`config.mk`:
```
export PLATFORM = sky130hd
export DESIGN_NAME = bcd_display_counter
export DESIGN_NICKNAME = d
export VERILOG_FILES = /design/src/rtl/bcd_disp_pkg.sv /design/src/rtl/seg7_decode.sv /design/src/rtl/bcd_display_counter.sv
export SDC_FILE = /design/constraint.sdc
export NUM_CORES = 1
export LEC_CHECK = 0
export BUFFER_PORTS_ARGS = -buffer_cell sky130_fd_sc_hd__clkbuf_2
export CORE_MARGIN = 5
export CORE_UTILIZATION = 35
export DETAILED_ROUTE_END_ITERATION = 6
export PLACE_DENSITY = 0.6
export SLEW_MARGIN = 0
export SYNTH_ARGS = -nofsm -noshare
export SYNTH_HDL_FRONTEND = slang
export SYNTH_HIERARCHICAL = 1
export SYNTH_SLANG_ARGS = --single-unit
export TNS_END_PERCENT = 1
```
`constraint.sdc`:
```
create_clock -name clk -period 2.65 [get_ports clk]
set_input_delay 0.53 -clock clk [delete_from_list [all_inputs] [get_ports clk]]
set_output_delay 0.53 -clock clk [all_outputs]
set_load 0.05 [all_outputs]
```
`src/rtl/bcd_disp_pkg.sv`:
```
// bcd_disp_pkg
// Shared constants for the BCD display counter: BCD digit width,
// active-low seven-segment patterns {dp,g,f,e,d,c,b,a} with dp off,
// the all-off blank pattern, and a helper that forces an invalid
// BCD nibble to zero.
package bcd_disp_pkg;

   localparam int BCD_W = 4;

   localparam logic [7:0] SEG_BLANK = 8'hFF;
   localparam logic [7:0] SEG_0     = 8'hC0;
   localparam logic [7:0] SEG_1     = 8'hF9;
   localparam logic [7:0] SEG_2     = 8'hA4;
   localparam logic [7:0] SEG_3     = 8'hB0;
   localparam logic [7:0] SEG_4     = 8'h99;
   localparam logic [7:0] SEG_5     = 8'h92;
   localparam logic [7:0] SEG_6     = 8'h82;
   localparam logic [7:0] SEG_7     = 8'hF8;
   localparam logic [7:0] SEG_8     = 8'h80;
   localparam logic [7:0] SEG_9     = 8'h90;

   // Nibbles above 9 are not BCD and are taken as zero.
   function automatic logic [3:0] bcd_sanitize(input logic [3:0] nib);
      logic [3:0] res;
      if (nib > 4'd9) begin
         res = 4'd0;
      end else begin
         res = nib;
      end
      return res;
   endfunction

endpackage

```
`src/rtl/seg7_decode.sv`:
```
// seg7_decode
// Combinational BCD to active-low seven-segment decoder.
// Ports:
//   bcd - 4-bit BCD digit (values above 9 decode to blank)
//   seg - 8-bit active-low pattern {dp,g,f,e,d,c,b,a}, dp always off
module seg7_decode
   import bcd_disp_pkg::*;
(
   input  logic [3:0] bcd,
   output logic [7:0] seg
);

   // Digit to segment lookup.
   always_comb begin
      seg = SEG_BLANK;
      case (bcd)
         4'd0:    seg = SEG_0;
         4'd1:    seg = SEG_1;
         4'd2:    seg = SEG_2;
         4'd3:    seg = SEG_3;
         4'd4:    seg = SEG_4;
         4'd5:    seg = SEG_5;
         4'd6:    seg = SEG_6;
         4'd7:    seg = SEG_7;
         4'd8:    seg = SEG_8;
         4'd9:    seg = SEG_9;
         default: seg = SEG_BLANK;
      endcase
   end

endmodule

```
`src/rtl/bcd_display_counter.sv`:
```
// bcd_display_counter
// Prescaled BCD up/down counter driving a multiplexed, active-low
// seven-segment display with optional leading-zero blanking.
// Ports:
//   clk, rst   - clock and synchronous active-high reset
//   en         - count enable (prescaler advances only while high)
//   up_dn      - 1 counts up, 0 counts down
//   load       - synchronous load strobe, beats counting
//   load_val   - BCD load value, digit 0 in [3:0]
//   blank_lz   - blank leading zero digits (digit 0 never blanked)
//   value      - current BCD count
//   wrap       - one-cycle pulse on rollover / rollunder
//   ctrl       - active-low one-hot digit select (registered)
//   segment    - active-low {dp,g,f,e,d,c,b,a} (registered)
module bcd_display_counter
   import bcd_disp_pkg::*;
#(
   parameter int DIGITS   = 4,
   parameter int PRESCALE = 1,
   parameter int REFRESH  = 4
) (
   input  logic                    clk,
   input  logic                    rst,
   input  logic                    en,
   input  logic                    up_dn,
   input  logic                    load,
   input  logic [BCD_W*DIGITS-1:0] load_val,
   input  logic                    blank_lz,
   output logic [BCD_W*DIGITS-1:0] value,
   output logic                    wrap,
   output logic [DIGITS-1:0]       ctrl,
   output logic [7:0]              segment
);

   localparam int PW = (PRESCALE > 1) ? $clog2(PRESCALE) : 1;
   localparam int RW = (REFRESH  > 1) ? $clog2(REFRESH)  : 1;
   localparam int DW = (DIGITS   > 1) ? $clog2(DIGITS)   : 1;
   localparam logic [PW-1:0] PSC_LAST = PW'(PRESCALE - 1);
   localparam logic [RW-1:0] REF_LAST = RW'(REFRESH - 1);
   localparam logic [DW-1:0] DIG_LAST = DW'(DIGITS - 1);

   logic [PW-1:0]             psc_r;
   logic [RW-1:0]             ref_r;
   logic [DW-1:0]             dig_r;
   logic [BCD_W*DIGITS-1:0]   value_r;
   logic                      wrap_r;
   logic [DIGITS-1:0]         ctrl_r;
   logic [7:0]                seg_r;

   logic                      step_s;
   logic [BCD_W*DIGITS-1:0]   value_next_s;
   logic [BCD_W*DIGITS-1:0]   load_clean_s;
   logic                      chain_s;
   logic [3:0]                nib_s;
   logic [DIGITS-1:0]         lz_s;
   logic                      all_zero_s;
   logic                      blank_sel_s;
   logic [3:0]                sel_nib_s;
   logic [7:0]                pat_s;
   logic [DIGITS-1:0]         ctrl_next_s;

   assign step_s = en && (psc_r == PSC_LAST);

   // Per-digit BCD increment/decrement; chain_s is carry (up) or borrow (down)
   // and leaves the top digit set only on rollover/rollunder.
   always_comb begin
      value_next_s = value_r;
      chain_s      = 1'b1;
      nib_s        = 4'd0;
      for (int i = 0; i < DIGITS; i++) begin
         nib_s = value_r[i*BCD_W +: BCD_W];
         if (chain_s) begin
            if (up_dn) begin
               if (nib_s == 4'd9) begin
                  nib_s = 4'd0;
               end else begin
                  nib_s   = nib_s + 4'd1;
                  chain_s = 1'b0;
               end
            end else begin
               if (nib_s == 4'd0) begin
                  nib_s = 4'd9;
               end else begin
                  nib_s   = nib_s - 4'd1;
                  chain_s = 1'b0;
               end
            end
         end else begin
            nib_s = value_r[i*BCD_W +: BCD_W];
         end
         value_next_s[i*BCD_W +: BCD_W] = nib_s;
      end
   end

   // Load value with non-BCD nibbles forced to zero.
   always_comb begin
      load_clean_s = '0;
      for (int i = 0; i < DIGITS; i++) begin
         load_clean_s[i*BCD_W +: BCD_W] = bcd_sanitize(load_val[i*BCD_W +: BCD_W]);
      end
   end

   // lz_s[i] is set when digit i and every digit above it are zero.
   always_comb begin
      lz_s       = '0;
      all_zero_s = 1'b1;
      for (int i = DIGITS - 1; i >= 0; i--) begin
         all_zero_s = all_zero_s && (value_r[i*BCD_W +: BCD_W] == 4'd0);
         lz_s[i]    = all_zero_s;
      end
   end

   // Selected digit, its blanking decision and the one-hot-low select.
   always_comb begin
      sel_nib_s   = value_r[dig_r*BCD_W +: BCD_W];
      blank_sel_s = blank_lz && (dig_r != '0) && lz_s[dig_r];
      ctrl_next_s = '1;
      for (int i = 0; i < DIGITS; i++) begin
         if (dig_r == DW'(i)) begin
            ctrl_next_s[i] = 1'b0;
         end else begin
            ctrl_next_s[i] = 1'b1;
         end
      end
   end

   seg7_decode u_dec (
      .bcd (sel_nib_s),
      .seg (pat_s)
   );

   // Counter, prescaler and wrap pulse: rst > load > step.
   always_ff @(posedge clk) begin
      if (rst) begin
         value_r <= '0;
         psc_r   <= '0;
         wrap_r  <= 1'b0;
      end else if (load) begin
         value_r <= load_clean_s;
         psc_r   <= '0;
         wrap_r  <= 1'b0;
      end else begin
         wrap_r <= step_s && chain_s;
         if (step_s) begin
            value_r <= value_next_s;
            psc_r   <= '0;
         end else if (en) begin
            psc_r   <= psc_r + PW'(1);
         end else begin
            psc_r   <= psc_r;
         end
      end
   end

   // Digit scan timer, free running regardless of en and load.
   always_ff @(posedge clk) begin
      if (rst) begin
         ref_r <= '0;
         dig_r <= '0;
      end else if (ref_r == REF_LAST) begin
         ref_r <= '0;
         if (dig_r == DIG_LAST) begin
            dig_r <= '0;
         end else begin
            dig_r <= dig_r + DW'(1);
         end
      end else begin
         ref_r <= ref_r + RW'(1);
      end
   end

   // Display outputs, one cycle behind the scan index and value.
   always_ff @(posedge clk) begin
      if (rst) begin
         ctrl_r <= '1;
         seg_r  <= SEG_BLANK;
      end else begin
         ctrl_r <= ctrl_next_s;
         seg_r  <= blank_sel_s ? SEG_BLANK : pat_s;
      end
   end

   assign value   = value_r;
   assign wrap    = wrap_r;
   assign ctrl    = ctrl_r;
   assign segment = seg_r;

endmodule
```
==> flow_metrics.env <==
export IMPL_run_status="finished clean"
export IMPL_die_y_microns=92.4
export IMPL_fmax_ghz=0.441
export IMPL_yosys_warnings=6
export IMPL_grt_overflow_total=0
export IMPL_synth_most_common_cell="dfxtp_1"
export IMPL_drc=0
export IMPL_cts_hold_buffers=0
export IMPL_vias_per_cell=5.46
export IMPL_wl_microns=6050
export IMPL_yosysTopAreaCell="dfxtp_1"
export IMPL_arrival_ps=2430
export IMPL_rows=30
export IMPL_period_share_pct=85.6
export IMPL_layout_cells_non_filler=416
export IMPL_firstDrtPassIters=4
export IMPL_p_leak_nw=1.10
export IMPL_io_pins=51
export IMPL_cp_required_ps=2810
export IMPL_cts_buffer_depth=2
export IMPL_clk_pin_slew_ps=60
export IMPL_start_util_pct=35.6
export IMPL_drive_above_1_share_pct=22.3
export IMPL_synthCells=298
export IMPL_tightest_slew_ps=618
export IMPL_cp_max_fo=9
export IMPL_finalNetCount=368
export IMPL_drtIter0Drc=137
export IMPL_startpoint_type="register"
export IMPL_p_per_area_nw_per_um2=497
export IMPL_antenna_cells=0
export IMPL_rsz0062_at_grt="false"
export IMPL_cts_tree="done"
export IMPL_h_tree_depth=2
export IMPL_grt_antenna_before_repair=0
export IMPL_skew_ps=6.49
export IMPL_ys_flop_type="dfxtp_1"
export IMPL_tns_ps=0
export IMPL_root_buffer="clkbuf_8"
export IMPL_ant_nets=0
export IMPL_core_sq_um=6680
export IMPL_numPortBuffers=50
export IMPL_max_cap_viol_count=0
export IMPL_n_fill_cell=694
export IMPL_cp_end_kind="register"
export IMPL_ys_top_cells_by_count="dfxtp_1, o21ai_0, nor2_1, clkbuf_1, a21oi_1"
export IMPL_fin_worst_hold_slack_ps=426
export IMPL_grt_first_pass_wirelength_microns=10500
export IMPL_syn_nets=330
export IMPL_final_min_clock_period_ps=2270
export IMPL_insertion_delay_ps=280
export IMPL_min_path_type="reg2reg"
export IMPL_grt_pass1_vias=2160
export IMPL_synth_edf_count=0
export IMPL_grt_max_degree=31
export IMPL_async_flop_share_pct=0
export IMPL_die_w_microns=92.4
export IMPL_dp_hpwl_microns=4580
export IMPL_timing_final_max_slew_violations=0
export IMPL_ys_ff_latch=34
export IMPL_setup_violations=0
export IMPL_cts_sinks=34
export IMPL_ys_types=60
export IMPL_synth_top_area_share_pct=28.6
export IMPL_syn_avg_cell_area_sq_um=7.97
export IMPL_final_hold_viol_count=0
export IMPL_dp_cells=409
export IMPL_avgRoutedWirePerCell_microns=14.5
export IMPL_path_class="reg2reg"
export IMPL_synth_area_sq_um=2380
export IMPL_cts_resized=0
export IMPL_peakVddDrop_mv=0.269
export IMPL_area_delta_synth_final_pct=15.5
export IMPL_yosysSeqAreaShare_pct=28.6
export IMPL_cts_setup_buffers=0
export IMPL_synth_area_leaders="dfxtp_1, o21ai_0, ha_1, a21oi_1, mux4_2"
export IMPL_cts_buffers=5
export IMPL_gp_congestion=0.833
export IMPL_slew_headroom_pct=58.8
export IMPL_dieArea_sq_um=8540
export IMPL_vias=2273
export IMPL_grt_usage_pct=14.9
-- report_power, final --
part,internal [mW],switching (mW),leakage (nW)
sequential,0.548,0.0481,0.281
combinational,0.145,0.271,0.777
clock,0.181,0.172,0.0383
-- layout make-up --
class / instances / area, sq um / area share (%)
clock buffers: 7 / 76.3 / 2.78
well taps: 80 / 100 / 3.65
flip-flops and latches: 34 / 681 / 24.8
repair buffers: 59 / 318 / 11.6
multi-input cells: 222 / 1520 / 55.3
inverters: 14 / 52.6 / 1.91
-- cells in the final DEF, fill, tap and decap left out, drive strengths merged, types with 10 or more instances in the layout --
master and n:
or3 10, inv 14, nor2 24, nand2 14, a21oi 18, o21ai 32
clkbuf 57, dfxtp 34, ha 10
-- critical path: stages (launching register included) --
cell and delay [ps]:
dfxtp_1 580, mux4_2 620, ha_1 210, or2_1 210, a21oi_1 150, nor2_1 50
or3_1 340
-- through the flow --
| stage | util (%) | area [sq um] | worst slack, ps | power [mW] |
|---|---|---|---|---|
| after global placement | 39.9 | 2670 | 359 | 1.02 |
| after floorplan | - | 2380 | 217 | 0.923 |
| after CTS | 41.1 | 2750 | 375 | 1.38 |
| after detailed placement | 39.9 | 2670 | 289 | 1.02 |
| final | 41.1 | 2750 | 381 | 1.36 |
| after global routing | 41.1 | 2750 | 189 | 1.46 |
-- per-layer routing --
| metal | part of all wire [%] | routed length [microns] | global-route usage [%] | vias up |
|---|---|---|---|---|
| met5 | 0 | 0 | 0 | - |
| met4 | 0.55 | 33 | 3.84 | 0 |
| met3 | 5.7 | 342 | 3.49 | 2 |
| met2 | 48 | 2870 | 25.5 | 55 |
| met1 | 46 | 2800 | 18.8 | 1059 |
| li1 | - | - | - | 1157 |
-- path summary, 6_finish.rpt --
| path | to | start | cells after the start | slack [ps] |
|---|---|---|---|---|
| worst max-delay path | segment[3] | dig_r[0] | 6 | 380 |
| worst min-delay path | ref_r[0] | ref_r[0] | 1 | 430 |
| worst max register to register | segment[3] | dig_r[0] | 6 | 380 |
| worst min register to register | ref_r[0] | ref_r[0] | 1 | 430 |
-- sequential cells by signal, summed over array words and instances (netlist names) --
| name | flops |
|---|---|
| value | 16 |
| segment | 8 |
| ctrl | 4 |
| dig_r | 2 |
| ref_r | 2 |
| psc_r | 1 |
| wrap | 1 |
-- kinds of logic after synthesis --
family	count (synthesis)	share of synthesized area [%]
AOI/OAI and AO/OA	92	25.8
DFF	34	28.6
and+or+nand+nor	100	23.1
adders and majority gates	10	5.27
other	1	0.158
muxes	9	5.90
buffers and inverters	42	7.48
xor gates and xnor gates	10	3.69
Power figures use the tool's default switching activity.
